**src/rtl/shift_sequencer.sv**
```systemverilog
// Purpose : multi-cycle SLL/SRL/SRA/ROR unit beside the ALU, one bit position per clock.
// Latency : start accepted at edge k -> done high in the cycle after edge k+shamt (shamt==0: next cycle).
// Backpress: start is ignored (not queued) while busy; stall holds the pipeline for the whole operation.
//
// Ports:
//   CLK, RST          clock, synchronous active-high reset
//   start, op, shamt, dataIn   request, operation (00 SLL, 01 SRL, 10 SRA, 11 ROR), amount, operand
//   dataOut           result register, updated only on entry to DONE
//   busy, done        registered status: in SHIFT / one-cycle result-valid pulse
//   stall             combinational pipeline hold request
module shift_sequencer #(
  parameter int WIDTH   = 32,
  parameter int SHAMT_W = 5
) (
  input  logic               CLK,
  input  logic               RST,
  input  logic               start,
  input  logic [1:0]         op,
  input  logic [SHAMT_W-1:0] shamt,
  input  logic [WIDTH-1:0]   dataIn,
  output logic [WIDTH-1:0]   dataOut,
  output logic               busy,
  output logic               done,
  output logic               stall
);

  typedef enum logic [1:0] {
    IDLE  = 2'd0,
    SHIFT = 2'd1,
    DONE  = 2'd2
  } state_t;

  localparam logic [1:0] OP_SLL = 2'b00;
  localparam logic [1:0] OP_SRL = 2'b01;
  localparam logic [1:0] OP_SRA = 2'b10;

  state_t             state;
  state_t             nextState;
  logic [WIDTH-1:0]   shiftReg;
  logic [WIDTH-1:0]   shifted;
  logic [1:0]         opReg;
  logic [SHAMT_W-1:0] count;
  logic               accept;
  logic               lastStep;

  // A new request is taken in IDLE and also in DONE, which allows back-to-back issue.
  assign accept   = start && (state != SHIFT);
  assign lastStep = (count == SHAMT_W'(1));

  // One-bit step of the captured operand according to the captured op.
  always_comb begin
    shifted = shiftReg;
    case (opReg)
      OP_SLL:  shifted = {shiftReg[WIDTH-2:0], 1'b0};
      OP_SRL:  shifted = {1'b0, shiftReg[WIDTH-1:1]};
      OP_SRA:  shifted = {shiftReg[WIDTH-1], shiftReg[WIDTH-1:1]};
      default: shifted = {shiftReg[0], shiftReg[WIDTH-1:1]};
    endcase
  end

  // State register
  always_ff @(posedge CLK) begin
    if (RST) begin
      state <= IDLE;
    end else begin
      state <= nextState;
    end
  end

  // Next-state logic
  always_comb begin
    nextState = state;
    case (state)
      SHIFT:   nextState = lastStep ? DONE : SHIFT;
      default: begin
        if (accept) begin
          nextState = (shamt != '0) ? SHIFT : DONE;
        end else begin
          nextState = IDLE;
        end
      end
    endcase
  end

  // Outputs: both derive from the state register, so they are registered.
  always_comb begin
    busy = (state == SHIFT);
    done = (state == DONE);
  end

  // Datapath: operand capture, stepping and result load.
  always_ff @(posedge CLK) begin
    if (RST) begin
      shiftReg <= '0;
      opReg    <= '0;
      count    <= '0;
      dataOut  <= '0;
    end else if (accept) begin
      shiftReg <= dataIn;
      opReg    <= op;
      count    <= shamt;
      if (shamt == '0) begin
        dataOut <= dataIn;
      end
    end else if (state == SHIFT) begin
      shiftReg <= shifted;
      count    <= count - SHAMT_W'(1);
      if (lastStep) begin
        dataOut <= shifted;
      end
    end
  end

  // Stall is raised in the same cycle as an accepted non-zero request so the
  // pipeline never advances past the issuing instruction.
  assign stall = busy || (start && (shamt != '0) && (state != SHIFT));

endmodule

```
**config.mk**
```make
export PLATFORM = sky130hd
export DESIGN_NAME = shift_sequencer
export DESIGN_NICKNAME = d
export VERILOG_FILES = /design/src/rtl/shift_sequencer.sv
export SDC_FILE = /design/constraint.sdc
export NUM_CORES = 1
export LEC_CHECK = 0
export BUFFER_PORTS_ARGS = -buffer_cell sky130_fd_sc_hd__buf_4
export CORE_ASPECT_RATIO = 0.75
export CORE_MARGIN = 4
export CORE_UTILIZATION = 50
export DETAILED_ROUTE_END_ITERATION = 12
export PLACE_DENSITY = 0.79
export SYNTH_ARGS = -nofsm -noshare
export SYNTH_HDL_FRONTEND = slang
export SYNTH_SLANG_ARGS = --single-unit
export TNS_END_PERCENT = 30
```
**constraint.sdc**
```tcl
create_clock -name CLK -period 2.25 [get_ports CLK]
set_clock_uncertainty 0.15 [all_clocks]
set_input_delay 0.225 -clock CLK [delete_from_list [all_inputs] [get_ports CLK]]
set_output_delay 0.225 -clock CLK [all_outputs]
set_load 0.01 [all_outputs]
```
* Word-level counts from Yosys, hierarchy flattened *
Index checks and enable logic that the tools add are counted.

storage, ports and cells
  register bits after elaboration = 73
  input port bits = 42
  output and inout bits = 35
  logic and storage cells = 36

operators by class
  add/subtract/negate cells = 1
  eq/ne operators = 7
  mux-type cells = 13
  reductions and logical operators = 10

operators with widths
  operator               number
  $mux W32               6
  $pmux W32 S3           1
  $mux W5                2
  $mux W2                4
  $eq A5 B1 Y1 const B   1
  $logic_not A5 Y1       1
  $reduce_bool A5 Y1     1
  $sub A5 B1 Y5 const B  1
  $eq A2 B1 Y1 const B   2
  $eq A2 B2 Y1 const B   2
  $ne A2 B1 Y1 const B   2
  $reduce_bool A2 Y1     2
  $logic_and A1 B1 Y1    3
  $reduce_and A3 Y1      1
  $logic_not A2 Y1       1
  $logic_or A1 B1 Y1     1

* Longest topological paths before layout *
  depth in word-level cells = 5
  mapped depth = 8
  mapped depth without buffers = 6

* Least setup slack after synthesis *
OpenSTA, ideal clock, no wires.

  path type = flip-flop to flip-flop
  start = reg state[1]
  end = reg dataOut[23]
  setup time = 0.058 ns
  data arrival time = 1.709 ns
  data required time = 2.042 ns
  path slack = 0.333 ns
  cell stages (with the launch flop) = 9
  period minus slack after synthesis = 1.917 ns
  cells stage by stage = dfxtp_1 > nand2b_1 > buf_2 > inv_2 > buf_4 > and4b_1 > a211oi_1 > clkbuf_1 > a22o_2

between the ends
  elaborated cells between the ends (all ways) = 8
  classes of those cells = eq/ne (3); mux (1); reduce/logical (4)

RTL lines
  what                          RTL line  text
  start: declaration            37        state_t state;
  start signal: assignment      66        state <= nextState;
  $eq A2 B1 Y1                  -
  net busy                      22        output logic busy,
  $reduce_bool A2 Y1 (no line)  -
  $reduce_and A3 Y1 (no line)   -
  end signal: assignment        103       dataOut <= dataIn;
  end signal: assignment        109       dataOut <= shifted;
  end: declaration              21        output logic [WIDTH-1:0] dataOut,

The timed path passes the listed nets, and every way through them passes these cells.
A chain may end at the register's enable or synchronous reset.

* Final worst setup path *
  start = reg state[1]
  end = out stall

between the ends
  longest elaborated chain between the ends = 3
  elaborated cells between the ends (all ways) = 4
  classes of those cells = eq/ne (2); reduce/logical (2)

RTL lines
  what                  RTL line  text
  $ne A2 B1 Y1          116       assign stall = busy || (start && (shamt != '0) && (state != SHIFT));
  $logic_and A1 B1 Y1   116
  $logic_or A1 B1 Y1 *  116
  end: declaration      24        output logic stall

Every way passes the cells marked *; elsewhere a longest branch is shown, timed or not.

==> impl_results.md <==
* Die Y at 76.8 µm
* Drt first pass iters at 4
* Worst Hold Path EP: count[2]
* Layout cells sized above 1 at 30.6%
* Ys Warns at 0
* Synth Area per Inst at 9.88 µm²
* Overall Power at 2.84 mW
* Library cells used by synthesis at 33
* Final setup violation count at 0
* Post-route minimum period at 1.96 ns
* Complex-gate fraction of the synthesized area at 27.9%
* Fin crit share at between 80% and 90%
* RR Startpoint: state[1]
* Initial Utilization at 53.0%
* Max Slew Vio Count at 0
* Worst Path Required at ~1.9 ns
* RR Endpoint: dataOut[31]
* Global placer's final weighted congestion at 0.787
* Clk buf depth at 2
* First-pass GRT wire length at around 13 mm
* Hold Path Depth at 3
* Final Core Density at 67.6%
* Top Layer Used: met4
* Post-CTS setup buffer count at 0
* LEAKAGE at 1.83 nW
* CP arrival at 1.59 ns
* Ports at 77
* Synth Cell Area at 3150 µm²
* RSZ-0062 raised after global routing: no
* Die X at 99.7 µm
* Max Clock Freq at 510 MHz
* Hold Startpoint: shamt[2]
* CP Capture Type: output port
* Peak supply drop at 0.430 mV
* Syn Inst Count at 319
* #FFs+latches synth at 73
* Post-DP HPWL at 5.26 mm
* Met3 WL at 517 µm
* CTS tree: built
* Core area at about 6000 µm²
* Via Count at between 2,000 and 3,000
* Final setup TNS at 0 ns
* Status: finished clean
* Metal2 WL at 3.44 mm
* Post-Synth XOR/XNOR Area at 0%
* Gr usage total at 21.0%
* Syn Nets at 363
* Reg-to-reg slack, setup at 0.39 ns
* Power Density at 708 nW/µm²
* 1st-iter DRT viols at 119
* Simple-gate area share of the yosys netlist at 9.85%
* IO buf count at 76
* Max-capacitance violation count at 0
* Clock Pin Slew Worst Setup and Hold Paths at 0.07 ns
* Area Overhead vs Synth at 27.5%
* Initial antenna violation count at 0
* Commonest cells after routing, fill and taps aside: buf_4 (87), dfxtp_1 (73), a22o_1 (53)
* Total grt overflow at 0
* Vias in the first global route at roughly 2,600
* Part of the Yosys area used for sequential elements at between 40 and 50%
* # rows at 24
* Drt total wl at 7.76 mm
* Largest net degree at the start of global routing at 42
* Number of routed nets with antenna violations at 0
* CP max FO at 41
* CTS root buffer: clkbuf_8
* Hold Violations, Final at 0
* Fin nets at between 400 and 500
* Synth Area in Adders at less than 1%
* Met1 WL at ~3.7 mm
* # clock sinks at 73
* Num CTS Buffers at 9
* WL per Instance at 16.4 µm
* Antenna diodes at 0
* Main combinational cell family by area after synthesis: compound AO/OA/AOI/OAI gates
* Filler cell count at 486
* Die Area at roughly 7700 µm²
* Most common cell after layout, fill and taps aside: buf_4
* R2R cell count at 6
* Worst-Skew Late Latency at ~0.35 ns
* Worst Tran Pin Value at 0.413 ns
* DRC Markers at 0
* Rel. slew slack at 72.5%
* Hold Path Class: input pin to flop
* Worst setup SP type: flop
* Vias/cell at 5.66
* Mux contribution to synthesized area at 9.88%
* Critical path type: flop to output port
* H-Tree Depth at 3
-- state kept, by name, summed over array words and instances (netlist names) --
signal / cells
dataOut: 32
shiftReg: 32
count: 5
opReg: 2
state: 2
-- where the power goes --
part / internal (mW) / switching [mW]
registers: 1.36 / 0.0535
logic: 0.217 / 0.254
clock network: 0.488 / 0.473
-- Yosys cell counts, drive strengths merged --
library cell  instances  area [µm²]
nor4                  1        6.26
nor3                  3        15.0
o311ai                1        8.76
nand2b                2        12.5
o211a                 1        10.0
and4b                 1        10.0
a22oi                 1        7.51
clkbuf               21        78.8
ha                    2        25.0
a211oi                7        52.6
and3b                 1        8.76
or4                   2        22.5
or3                   1        6.26
dfxtp                73        1460
nor2b                 1        6.26
nand4b                1        8.76
nand2                 7        26.3
inv                   5        18.8
a221o                 1        10.0
o21ai                35         175
buf                   9        66.3
a21oi                10        61.3
a22o                 60         534
mux2i                30         300
nand3                30         150
a32o                  2        20.0
mux2                  1        11.3
nor2                 10        37.5
-- timing repair --
item / CTS / global route
hold buffers: 2 / 0
resized for setup: 0 / 0
hold endpoints to repair: 2 / 0
-- how the worst max path moves through the flow --
stage                         from           to  slack (ns)
after floorplan           state[1]  dataOut[23]        0.33
after global placement    shamt[1]  dataOut[31]        0.21
after detailed placement  shamt[1]  dataOut[31]        0.19
after CTS                 state[1]        stall        0.29
after global routing      state[1]        stall        0.13
final                     state[1]        stall        0.29
-- critical path, stage by stage (launching register included) --
cell and delay [ns]:
dfxtp_1 0.33, nand2b_1 0.14, buf_4 0.39, o21ai_0 0.19, buf_4 0.18
-- layout make-up --
| class | count | area [µm²] | share of cell area, % |
|---|---|---|---|
| clock inverter | 4 | 26.3 | 0.654 |
| tap | 78 | 97.6 | 2.43 |
| inverter | 5 | 18.8 | 0.467 |
| clock buffer | 12 | 165 | 4.11 |
| sequential | 73 | 1460 | 36.4 |
| multi-input combinational | 211 | 1560 | 38.7 |
| timing repair buffer | 90 | 693 | 17.2 |
-- logic make-up (layout without fill, tap and decap cells) --
logic type / Yosys count / in the layout
multiplexers: 31 / 31
adder cells (fa/ha/maj): 2 / 2
AND/OR/NAND/NOR: 60 / 60
buffers and inverters: 35 / 111
AO/OA/AOI/OAI: 118 / 118
flip-flops: 73 / 73
-- per-stage QoR --
step	area, µm²	setup WS [ns]	cells	hold WS (ns)
3_5_place_dp	3810	0.191	455	0.312
4_1_cts	4020	0.288	473	0.00449
3_3_place_gp	3810	0.211	455	0.311
5_1_grt	4020	0.134	473	0.0202
6_report	4020	0.288	473	0.0150
2_1_floorplan	3150	0.333	319	0.211
-- layer usage --
| layer | vias to the layer above | global-route usage [%] |
|---|---|---|
| li1 | 1356 | - |
| met2 | 81 | 32.2 |
| met1 | 1228 | 28.4 |
| met5 | - | 0 |
| met4 | 0 | 7.91 |
| met3 | 11 | 5.35 |
Note: power is estimated with default switching activity, not from simulation.
